--- config.mk ---
export PLATFORM = sky130hd
export DESIGN_NAME = vga_scan_timing
export DESIGN_NICKNAME = d
export VERILOG_FILES = /design/src/rtl/vga_pkg.sv /design/src/rtl/vga_pix_div.sv /design/src/rtl/vga_scan_timing.sv
export SDC_FILE = /design/constraint.sdc
export NUM_CORES = 1
export LEC_CHECK = 0
export ABC_CLOCK_PERIOD_IN_PS = 4500
export CAP_MARGIN = 40
export CORE_UTILIZATION = 35
export CTS_CLUSTER_SIZE = 25
export DETAILED_ROUTE_END_ITERATION = 8
export PLACE_DENSITY = 0.67
export SYNTH_ARGS = -nofsm -noshare
export SYNTH_HDL_FRONTEND = slang
export SYNTH_HIERARCHICAL = 1
export SYNTH_SLANG_ARGS = --single-unit
--- constraint.sdc ---
create_clock -name clk -period 4.5 [get_ports clk]
set_input_delay 0.9 -clock clk [delete_from_list [all_inputs] [get_ports clk]]
set_output_delay 0.9 -clock clk [all_outputs]
set_load 0.03 [all_outputs]
--- src/rtl/vga_pkg.sv ---
// Shared VGA timing defaults, colour type and test-pattern bar colours.
package vga_pkg;

  localparam int unsigned H_ACTIVE = 640;
  localparam int unsigned H_FP     = 16;
  localparam int unsigned H_SYNC   = 96;
  localparam int unsigned H_BP     = 48;
  localparam int unsigned V_ACTIVE = 480;
  localparam int unsigned V_FP     = 10;
  localparam int unsigned V_SYNC   = 2;
  localparam int unsigned V_BP     = 33;
  localparam int unsigned H_TOTAL  = H_ACTIVE + H_FP + H_SYNC + H_BP;
  localparam int unsigned V_TOTAL  = V_ACTIVE + V_FP + V_SYNC + V_BP;

  typedef logic [11:0] rgb_t;

  localparam rgb_t BAR_WHITE   = 12'hFFF;
  localparam rgb_t BAR_YELLOW  = 12'hFF0;
  localparam rgb_t BAR_CYAN    = 12'h0FF;
  localparam rgb_t BAR_GREEN   = 12'h0F0;
  localparam rgb_t BAR_MAGENTA = 12'hF0F;
  localparam rgb_t BAR_RED     = 12'hF00;
  localparam rgb_t BAR_BLUE    = 12'h00F;
  localparam rgb_t BAR_BLACK   = 12'h000;

  function automatic rgb_t bar_color(input logic [2:0] idx);
    rgb_t c;
    case (idx)
      3'd0:    c = BAR_WHITE;
      3'd1:    c = BAR_YELLOW;
      3'd2:    c = BAR_CYAN;
      3'd3:    c = BAR_GREEN;
      3'd4:    c = BAR_MAGENTA;
      3'd5:    c = BAR_RED;
      3'd6:    c = BAR_BLUE;
      default: c = BAR_BLACK;
    endcase
    return c;
  endfunction

endpackage

--- src/rtl/vga_pix_div.sv ---
// System-clock divider producing a one-clk pixel strobe every CLK_DIV cycles.
module vga_pix_div #(
  parameter int unsigned CLK_DIV = 4
) (
  input  logic clk,
  input  logic rst_n,
  output logic pix_tick
);

  if (CLK_DIV < 1 || CLK_DIV > 15) begin : g_bad_div
    $error("vga_pix_div: CLK_DIV must be 1..15");
  end

  localparam logic [3:0] DIV_LAST = 4'(CLK_DIV - 1);

  logic [3:0] div_cnt;

  // With CLK_DIV = 1 the counter sits at 0 == DIV_LAST, so the strobe stays high.
  always_ff @(posedge clk or negedge rst_n) begin
    if (!rst_n)                  div_cnt <= '0;
    else if (div_cnt == DIV_LAST) div_cnt <= '0;
    else                         div_cnt <= div_cnt + 4'd1;
  end

  assign pix_tick = (div_cnt == DIV_LAST);

endmodule

--- src/rtl/vga_scan_timing.sv ---
// VGA raster scan generator: pixel counters, sync decode and aligned colour/sync output register.
// Define VGA_TEST_PATTERN_EN to replace pixel_rgb with eight vertical colour bars.
module vga_scan_timing
  import vga_pkg::*;
#(
  parameter int unsigned CLK_DIV  = 4,
  parameter int unsigned H_ACTIVE = vga_pkg::H_ACTIVE,
  parameter int unsigned H_FP     = vga_pkg::H_FP,
  parameter int unsigned H_SYNC   = vga_pkg::H_SYNC,
  parameter int unsigned H_BP     = vga_pkg::H_BP,
  parameter int unsigned V_ACTIVE = vga_pkg::V_ACTIVE,
  parameter int unsigned V_FP     = vga_pkg::V_FP,
  parameter int unsigned V_SYNC   = vga_pkg::V_SYNC,
  parameter int unsigned V_BP     = vga_pkg::V_BP
) (
  input  logic        clk,
  input  logic        rst_n,
  input  logic [11:0] pixel_rgb,
  output logic [9:0]  col,
  output logic [9:0]  row,
  output logic        video_on,
  output logic        pix_tick,
  output logic        frame_start,
  output logic        hsync,
  output logic        vsync,
  output logic [3:0]  vga_r,
  output logic [3:0]  vga_g,
  output logic [3:0]  vga_b
);

  localparam int unsigned H_TOT = H_ACTIVE + H_FP + H_SYNC + H_BP;
  localparam int unsigned V_TOT = V_ACTIVE + V_FP + V_SYNC + V_BP;

  if (H_TOT > 1023 || V_TOT > 1023) begin : g_bad_timing
    $error("vga_scan_timing: H or V total exceeds 10-bit counter range");
  end

  localparam logic [9:0] H_ACT_L  = 10'(H_ACTIVE);
  localparam logic [9:0] H_LAST   = 10'(H_TOT - 1);
  localparam logic [9:0] HS_FIRST = 10'(H_ACTIVE + H_FP);
  localparam logic [9:0] HS_LAST  = 10'(H_ACTIVE + H_FP + H_SYNC - 1);
  localparam logic [9:0] V_ACT_L  = 10'(V_ACTIVE);
  localparam logic [9:0] V_LAST   = 10'(V_TOT - 1);
  localparam logic [9:0] VS_FIRST = 10'(V_ACTIVE + V_FP);
  localparam logic [9:0] VS_LAST  = 10'(V_ACTIVE + V_FP + V_SYNC - 1);

  logic [9:0] h_cnt, v_cnt;
  logic       line_end, frame_end;
  logic       hsync_n_dec, vsync_n_dec;
  rgb_t       src_rgb;
  rgb_t       rgb_q;

  vga_pix_div #(.CLK_DIV(CLK_DIV)) u_pix_div (
    .clk      (clk),
    .rst_n    (rst_n),
    .pix_tick (pix_tick)
  );

  assign line_end  = (h_cnt == H_LAST);
  assign frame_end = (v_cnt == V_LAST);

  always_ff @(posedge clk or negedge rst_n) begin
    if (!rst_n) begin
      h_cnt <= '0;
      v_cnt <= '0;
    end else if (pix_tick) begin
      if (line_end) begin
        h_cnt <= '0;
        v_cnt <= frame_end ? '0 : v_cnt + 10'd1;
      end else begin
        h_cnt <= h_cnt + 10'd1;
      end
    end
  end

  assign col         = h_cnt;
  assign row         = v_cnt;
  assign video_on    = (h_cnt < H_ACT_L) && (v_cnt < V_ACT_L);
  assign frame_start = pix_tick && line_end && frame_end;

  assign hsync_n_dec = !((h_cnt >= HS_FIRST) && (h_cnt <= HS_LAST));
  assign vsync_n_dec = !((v_cnt >= VS_FIRST) && (v_cnt <= VS_LAST));

`ifdef VGA_TEST_PATTERN_EN
  logic [9:0] bar_idx;
  logic [2:0] bar_sel;
  logic       unused_pixel_rgb;
  assign unused_pixel_rgb = ^pixel_rgb;
  assign bar_idx = h_cnt / 10'd80;
  assign bar_sel = (bar_idx > 10'd7) ? 3'd7 : bar_idx[2:0];
  assign src_rgb = bar_color(bar_sel);
`else
  assign src_rgb = pixel_rgb;
`endif

  // Sync and colour share one register stage so they reach the pins on the same edge.
  always_ff @(posedge clk or negedge rst_n) begin
    if (!rst_n) begin
      hsync <= 1'b1;
      vsync <= 1'b1;
      rgb_q <= '0;
    end else if (pix_tick) begin
      hsync <= hsync_n_dec;
      vsync <= vsync_n_dec;
      rgb_q <= video_on ? src_rgb : '0;
    end
  end

  assign vga_r = rgb_q[11:8];
  assign vga_g = rgb_q[7:4];
  assign vga_b = rgb_q[3:0];

endmodule

==> impl_metrics.tcl, run 1 <==
set metrics [dict create \
    grt_setup_unrepaired "no" \
    nNetsFinal 252 \
    path_clk_slew_ns 0.07 \
    cts_sinks 38 \
    ios 51 \
    antennaDiodeCount 0 \
    crit_arrival_ns 2.79 \
    wl_per_cell_um 12.6 \
    maxSlewViolCount 0 \
    gp_congestion 0.743 \
    fin_cells 301 \
    dieArea_um2 5420 \
    path_class "flop to output pin" \
    max_cap_violations 0 \
    portBuffers 50 \
    drc 0 \
    power_leakage_nw 1.02 \
    grt_pass1_vias 1303 \
    synth-seq-cells 38 \
    vias_per_cell 4.75 \
    final_area_um2 2460 \
    drive_above_1_share 0.0726 \
    slew_headroom 0.583 \
    outcome "completed" \
    timing.final.setup_violations 0 \
    cts_setup_buffers 0 \
    cts_made_buffers 5 \
    yosysWarnings 6 \
    synth.avg_cell_area_um2 9.97 \
    antenna_found_initial 0 \
    totalPowerFinal_mw 0.635 \
    tightestPinTransition_ns 0.620 \
    dp_cells 293 \
    syn_to_final_growth_pct 37.4 \
    cp_top_family "simple AND/OR/NAND/NOR gates" \
    grt_max_degree 39 \
    start_util 0.372 \
    synth_cell_types 34 \
    crit_slowest_cell "or4b_1" \
    ant_nets 0 \
    finalCriticalPeriod_ns 3.69 \
    cts_hold_buffers 0 \
    setup.worst_path.end_class "output pin" \
    track_usage 0.152 \
    overflow 0 \
    worstPathRequired_ns 3.60 \
    fin_crit_sh 0.820 \
    syn_inst 180 \
    finalSetupTns_ns 0 \
    dpl.hpwl_um 2680 \
    cts_tree "yes" \
    clk_path_buf_depth 2 \
    routed_wl_um 3810 \
    ctsResizeCount 0 \
    rows 25 \
    die_x_um 73.6 \
    crit_fanout 9 \
    power-per-cell-area_nw_per_um2 258 \
    finClkSkew_ns 0.00647 \
    hold_path_class "flop to flop" \
    cp_cell_sequence "or4b_1 -> or3_1 -> nor2_2 -> clkdlybuf4s50_1" \
    crit_path_max_incr_delay_ns 0.72 \
    clock_latency_ns 0.29 \
    cts_max_level 2 \
    fin_ws_ns 0.809 \
    syn-cell-area_um2 1790 \
    grt_pass1_wl_um 6110 \
    critPathLaunchType "flop" \
    initialDrtViolationCount 85 \
    core_um2 4820 \
    dpl_cell_area_um2 2370 \
    hold_viol 0 \
    clockRootBuffer "clkbuf_8" \
    worst-path-buf-inv 1 \
    post-place-ws_ns 1.13 \
    first_pass_iters 4 \
    die_h_um 73.6 \
    synth_nets 199 \
    yosysSeqAreaShare 0.531 \
    maxClockFrequency_mhz 271 \
    via_count 1431 \
    peakVddDrop_uv 119 \
]
==> cell families (layout without fill, tap and decap cells) <==
logic type / after synthesis / after routing / share of synthesized area
fa+ha+maj: 5 / 5 / 0.0349
xor+xnor: 14 / 14 / 0.0683
buf+inv: 27 / 81 / 0.0607
simple gates: 68 / 68 / 0.209
flops: 38 / 38 / 0.531
compound gates: 28 / 28 / 0.0955
==> power breakdown <==
part / leakage [nW] / internal [mW] / switching [mW]
combinational: 0.486 / 0.0225 / 0.0242
sequential: 0.482 / 0.347 / 0.00238
clock: 0.0482 / 0.124 / 0.115
total: 1.02 / 0.493 / 0.142
==> final cells by class <==
| cell class | count | area (um^2) |
|---|---|---|
| inverters | 20 | 75.1 |
| multi-input cells | 115 | 738 |
| well taps | 67 | 83.8 |
| repair buffers | 53 | 523 |
| flip-flops and latches | 38 | 953 |
| fillers | 461 | 2350 |
| clock buffers | 7 | 86.3 |
| clock inverters | 1 | 5.00 |
==> path summary, 6_finish.rpt <==
kind,to,start,slack (ns),cells past startpoint
worst max-delay path,frame_start,col[7],0.81,4
worst min-delay path,u_pix_div/div_cnt[0],u_pix_div/div_cnt[0],0.48,1
worst max register to register,row[7],u_pix_div/div_cnt[0],2.43,7
worst min register to register,u_pix_div/div_cnt[0],u_pix_div/div_cnt[0],0.48,1
max in group asynchronous,vsync,rst_n,3.09,2
min in group asynchronous,rgb_q[11],rst_n,1.05,2
==> placed cells by master (no fill, tap or decap), types with 2 or more instances in the layout <==
master / count
o21ai_0: 9
nand4_1: 6
dfstp_2: 2
clkbuf_8: 6
nor4_1: 5
dfrtp_1: 36
clkdlybuf4s50_1: 50
ha_1: 5
nand2_1: 19
nand3_1: 11
nor2_1: 10
and3_1: 2
buf_4: 3
and4_1: 2
inv_1: 20
xor2_1: 2
o22ai_1: 12
a21oi_1: 2
nor3_1: 2
o311ai_0: 2
xnor2_1: 12
==> per-layer routing <==
metal	global-route usage	routed length [um]	part of all wire
met5	0	0	0
met1	0.204	1910	0.50
met2	0.224	1590	0.42
met3	0.0494	266	0.070
met4	0.0641	40	0.011
==> cells in the mapped netlist, drive strengths merged <==
cell	count	share of area
dfrtp	36	0.50
inv	20	0.042
nand2	19	0.040
nand3	12	0.036
o22ai	12	0.042
xnor2	12	0.059
nor2	11	0.024
o21ai	9	0.025
clkbuf	6	0.013
nand4	6	0.021
nor4	6	0.029
ha	5	0.035
a21oi	2	0.0056
and3	2	0.0070
and4	2	0.0098
dfstp	2	0.029
nor3	2	0.0056
nor3b	2	0.011
o311ai	2	0.0098
xor2	2	0.0098
a2bb2oi	1	0.0049
a31o	1	0.0049
a31oi	1	0.0035
and2	1	0.0035
buf	1	0.0063
nand2b	1	0.0035
nand3b	1	0.0042
nor4b	1	0.0049
or3	1	0.0035
or4b	1	0.0056
==> stage by stage <==
step	hold WS, ns	utilization
6_report	0.481	0.512
5_1_grt	0.516	0.512
4_1_cts	0.483	0.512
3_5_place_dp	0.473	0.493
3_3_place_gp	0.467	0.493
2_1_floorplan	0.451	-
==> state kept, by name (all words and copies together), names as in the netlist <==
| register | flops |
|---|---|
| rgb_q | 12 |
| col | 10 |
| row | 10 |
| u_pix_div/div_cnt | 4 |
| hsync | 1 |
| vsync | 1 |
No activity file was read; power rests on OpenSTA's default activity.
==> inputs of run 2 (changes only) <==
--- a/config.mk
+++ b/config.mk
@@ -5,7 +5,7 @@
 export SDC_FILE = /design/constraint.sdc
 export NUM_CORES = 1
 export LEC_CHECK = 0
-export ABC_CLOCK_PERIOD_IN_PS = 4500
+export ABC_CLOCK_PERIOD_IN_PS = 3700
 export CAP_MARGIN = 40
 export CORE_UTILIZATION = 35
 export CTS_CLUSTER_SIZE = 25
==> constraint.sdc (replaced) <==
create_clock -name clk -period 3.7 [get_ports clk]
set_input_delay 0.74 -clock clk [delete_from_list [all_inputs] [get_ports clk]]
set_output_delay 0.74 -clock clk [all_outputs]
set_load 0.03 [all_outputs]
==> run 2 against run 1 <==
Net effect: non-clock buffer count increased by 2; first-iteration DRC count fell by 35%; largest power group unchanged; combinational power is 21% higher; setup slack got worse by 0.44 ns; via count rose by 0.70%; die area is the same; cell count is 0.33% higher; power increased by 18%; sequential power increased by 22%; highest routed layer unchanged; sequential share of layout area did not move; utilization unchanged; clock skew down 0.0012 ns.
==> impl_metrics.tcl, run 2 (synthesized netlist as in run 1, its figures left out) <==
set metrics [dict create \
    largest-register "rgb_q" \
    grt_pass1_wl_um 6540 \
    grt_setup_unrepaired "no" \
    routed_wl_um 4120 \
    cts_tree "yes" \
    finalCriticalPeriod_ns 3.34 \
    grt_pass1_vias 1363 \
    vias_per_cell 4.77 \
    start_util 0.372 \
    final_cell_mix "clkdlybuf4s50_1, dfrtp_1, inv_1, nand2_1" \
    overflow 0 \
    r2r-start "u_pix_div/div_cnt[0]" \
    outcome "completed" \
    dpl.hpwl_um 2920 \
    tightestPinTransition_ns 0.610 \
    worst-r2r-cell-count 7 \
    hold_ws_ns 0.483 \
    post-place-ws_ns 0.672 \
    cts_sinks 38 \
    die_x_um 73.6 \
    finalSetupTns_ns 0 \
    path_class "flop to output pin" \
    timing.final.setup_violations 0 \
    dieArea_um2 5420 \
    critPathLaunchType "flop" \
    grt_max_degree 39 \
    holdPathEnd "u_pix_div/div_cnt[0]" \
    setup.worst_path.end_class "output pin" \
    wl_per_cell_um 13.7 \
    portBuffers 50 \
    max_cap_violations 0 \
    clockRootBuffer "clkbuf_8" \
    rows 25 \
    finClkSkew_ns 0.00525 \
    drc 0 \
    gp_congestion 0.731 \
    core_um2 4820 \
    clock_latency_ns 0.28 \
    hp-start "u_pix_div/div_cnt[0]" \
    peakVddDrop_uv 144 \
    via_count 1441 \
    slew_headroom 0.590 \
    min_path_cells 1 \
    track_usage 0.161 \
    r2r-end "row[7]" \
    cts_max_level 2 \
    final_core_util 0.512 \
    largest_reg_flops 12 \
    crit_arrival_ns 2.60 \
    ff2ff_setup_slack_ns 1.59 \
    layout_commonest_cell "clkdlybuf4s50_1" \
    cts_made_buffers 5 \
    maxClockFrequency_mhz 300 \
    drive_above_1_share 0.0723 \
    cts_hold_buffers 0 \
    path_clk_slew_ns 0.07 \
    startpoint "u_pix_div/div_cnt[0]" \
    ios 51 \
    initialDrtViolationCount 55 \
    crit_fanout 9 \
    dp_cells 295 \
    hold_viol 0 \
    hold_path_class "flop to flop" \
    die_h_um 73.6 \
    antenna_found_initial 0 \
    first_pass_iters 4 \
    power-per-cell-area_nw_per_um2 304 \
    cts_setup_buffers 0 \
    worstPathRequired_ns 2.96 \
    syn_to_final_growth_pct 37.4 \
    power_leakage_nw 1.01 \
    antennaDiodeCount 0 \
    maxSlewViolCount 0 \
    fin_crit_sh 0.902 \
    fin_ws_ns 0.364 \
    ant_nets 0 \
    ctsResizeCount 0 \
    nNetsFinal 254 \
    clk_path_buf_depth 2 \
    fin_cells 302 \
]
-- run 2: area by class of cell --
class                   count  area, um^2
clock buffers               7        76.3
fillers                   483        2350
inverters                  20        75.1
multi-input cells         115         738
flip-flops and latches     38         953
well taps                  67        83.8
repair buffers             55         538
-- run 2: worst max-delay path: stages (launching register included) --
cell and delay (ns):
dfrtp_1 0.38, ha_1 0.20, nor3b_4 0.21, nand4_1 0.11
buf_4 0.18, or3_1 0.34, nor2_2 0.18, clkdlybuf4s50_1 0.70
-- run 2: metal layers --
layer  GRT usage  up-vias  wire length [um]
li1            -      729                 -
met1       0.210      656              1880
met2       0.253       49              1890
met3      0.0535        7               290
met4      0.0513        0                63
met5           0        -                 0
-- run 2: power by group --
| group | internal, mW | switching [mW] |
|---|---|---|
| Clock | 0.130 | 0.137 |
| Combinational | 0.0273 | 0.0294 |
| Sequential | 0.422 | 0.00301 |
-- run 2: worst max-delay path by stage --
stage	end	cells past startpoint
floorplan	frame_start	6
global placement	frame_start	7
detailed placement	frame_start	7
CTS	frame_start	7
global route	frame_start	7
finish	frame_start	7
-- run 2: through the flow --
| step | area, um^2 | power [mW] |
|---|---|---|
| after global placement | 2390 | 0.490 |
| final | 2460 | 0.749 |
| after detailed placement | 2390 | 0.491 |
| after global routing | 2460 | 0.779 |
| after CTS | 2460 | 0.759 |
| after floorplan | 1790 | 0.453 |
==> inputs of run 3 (changes only) <==
--- a/config.mk
+++ b/config.mk
@@ -7,10 +7,10 @@
 export LEC_CHECK = 0
 export ABC_CLOCK_PERIOD_IN_PS = 3700
 export CAP_MARGIN = 40
-export CORE_UTILIZATION = 35
+export CORE_UTILIZATION = 47
 export CTS_CLUSTER_SIZE = 25
 export DETAILED_ROUTE_END_ITERATION = 8
-export PLACE_DENSITY = 0.67
+export PLACE_DENSITY = 0.84
 export SYNTH_ARGS = -nofsm -noshare
 export SYNTH_HDL_FRONTEND = slang
 export SYNTH_HIERARCHICAL = 1
==> run 3 against run 2 <==
Net effect: via count grew 1.9%; non-clock buffer count is the same; global-route usage grew 5.5 points; first-iteration DRC count grew 40%; hold slack gained 0.012 ns; fmax shrank 2.3%; flip-flop and latch count is the same; sequential share of layout area grew 0.079 points; utilization grew 16 points; power grew 4.4%; count of clock-buffer cells in the layout shrank 1.
==> impl_metrics.tcl, run 3 (synthesized netlist as in run 1, its figures left out) <==
set metrics [dict create \
    outcome "completed" \
    fin_ws_ns 0.285 \
    ios 51 \
    initialDrtViolationCount 77 \
    die_x_um 63.8 \
    cts_setup_buffers 0 \
    startpoint "u_pix_div/div_cnt[0]" \
    rows 22 \
    setup.worst_path.end_class "output pin" \
    power-per-cell-area_nw_per_um2 318 \
    min_path_cells 1 \
    r2r-start "u_pix_div/div_cnt[0]" \
    switchingPower_mw 0.183 \
    largest_reg_flops 12 \
    vias_per_cell 5.17 \
    first_pass_iters 6 \
    drive_above_1_share 0.0847 \
    p_clk_frac 0.384 \
    ant_nets 0 \
    combinationalPowerShare 0.072 \
    start_util 0.490 \
    slew_headroom 0.603 \
    nNetsFinal 254 \
    p_sw_frac 0.234 \
    largest-register "rgb_q" \
    dpl.hpwl_um 2730 \
    n_fill_cell 296 \
    final_core_util 0.672 \
    fin_cells 284 \
    cts_tree "yes" \
    peakVddDrop_uv 207 \
    finalCriticalPeriod_ns 3.42 \
    hold_path_class "flop to flop" \
    max_cap_violations 0 \
    maxClockFrequency_mhz 293 \
    hp-start "u_pix_div/div_cnt[0]" \
    cts_hold_buffers 0 \
    maxSlewViolCount 0 \
    track_usage 0.216 \
    seqPwrFrac 0.543 \
    grt_setup_unrepaired "no" \
    crit_fanout 9 \
    ff2ff_setup_slack_ns 1.54 \
    antennaDiodeCount 0 \
    power_leakage_nw 1.02 \
    path_class "flop to output pin" \
    grt_max_degree 39 \
    clock_latency_ns 0.30 \
    cts_max_level 2 \
    hold_viol 0 \
    dieArea_um2 4070 \
    grt_pass1_vias 1383 \
    fin_crit_sh 0.923 \
    gp_congestion 0.856 \
    dp_cells 276 \
    core_um2 3660 \
    crit_arrival_ns 2.68 \
    die_h_um 63.8 \
    tightestPinTransition_ns 0.591 \
    routed_wl_um 3910 \
    cts_made_buffers 5 \
    finalSetupTns_ns 0 \
    critPathLaunchType "flop" \
    portBuffers 50 \
    finClkSkew_ns 0.00505 \
    clk_path_buf_depth 2 \
    holdPathEnd "u_pix_div/div_cnt[0]" \
    hold_ws_ns 0.495 \
    final_cell_mix "clkdlybuf4s50_1, dfrtp_1, inv_1, nand2_1" \
    drc 0 \
    via_count 1469 \
    post-place-ws_ns 0.633 \
    worstPathRequired_ns 2.96 \
    ctsResizeCount 0 \
    timing.final.setup_violations 0 \
    path_clk_slew_ns 0.07 \
    p_int_mw 0.599 \
    antenna_found_initial 0 \
    totalPowerFinal_mw 0.782 \
    syn_to_final_growth_pct 37.1 \
    final_area_um2 2460 \
    r2r-end "row[7]" \
    clockRootBuffer "clkbuf_8" \
    wl_per_cell_um 13.8 \
    dpl_cell_area_um2 2360 \
    layout_commonest_cell "clkdlybuf4s50_1" \
    cts_sinks 38 \
    overflow 0 \
    worst-r2r-cell-count 7 \
    grt_pass1_wl_um 6740 \
]
run 3: area by class of cell:
class	instances	area [um^2]	share of cell area
inverters	20	75.1	0.0305
well taps	48	60.1	0.0244
flip-flops and latches	38	953	0.388
multi-input cells	115	738	0.300
clock buffers	6	82.6	0.0336
repair buffers	55	538	0.219
clock inverters	2	12.5	0.00509
run 3: worst max-delay path by stage:
stage	slack, ns	endpoint	cells after the start
final	0.28	frame_start	7
after global routing	0.19	frame_start	7
after CTS	0.27	frame_start	7
after detailed placement	0.63	frame_start	7
after global placement	0.68	frame_start	7
after floorplan	0.60	frame_start	6
run 3: per-layer routing:
| metal | share of wire | track usage |
|---|---|---|
| met5 | 0 | 0 |
| met1 | 0.47 | 0.296 |
| met2 | 0.45 | 0.323 |
| met3 | 0.063 | 0.0589 |
| met4 | 0.016 | 0.0852 |
run 3: power groups by stage:
stage / registers [mW] / clock network (mW) / logic [mW]
after floorplan: 0.447 / 0 / 0.00604
after global placement: 0.433 / 0 / 0.0570
after detailed placement: 0.433 / 0 / 0.0572
after CTS: 0.425 / 0.309 / 0.0575
after global routing: 0.426 / 0.325 / 0.0616
final: 0.425 / 0.301 / 0.0565
run 3: worst max-delay path: stages (launching register included):
cell and delay [ns]:
dfrtp_1 0.39, ha_1 0.21, nor3b_4 0.22, nand4_1 0.12
buf_4 0.18, or3_1 0.34, nor2_2 0.19, clkdlybuf4s50_1 0.71
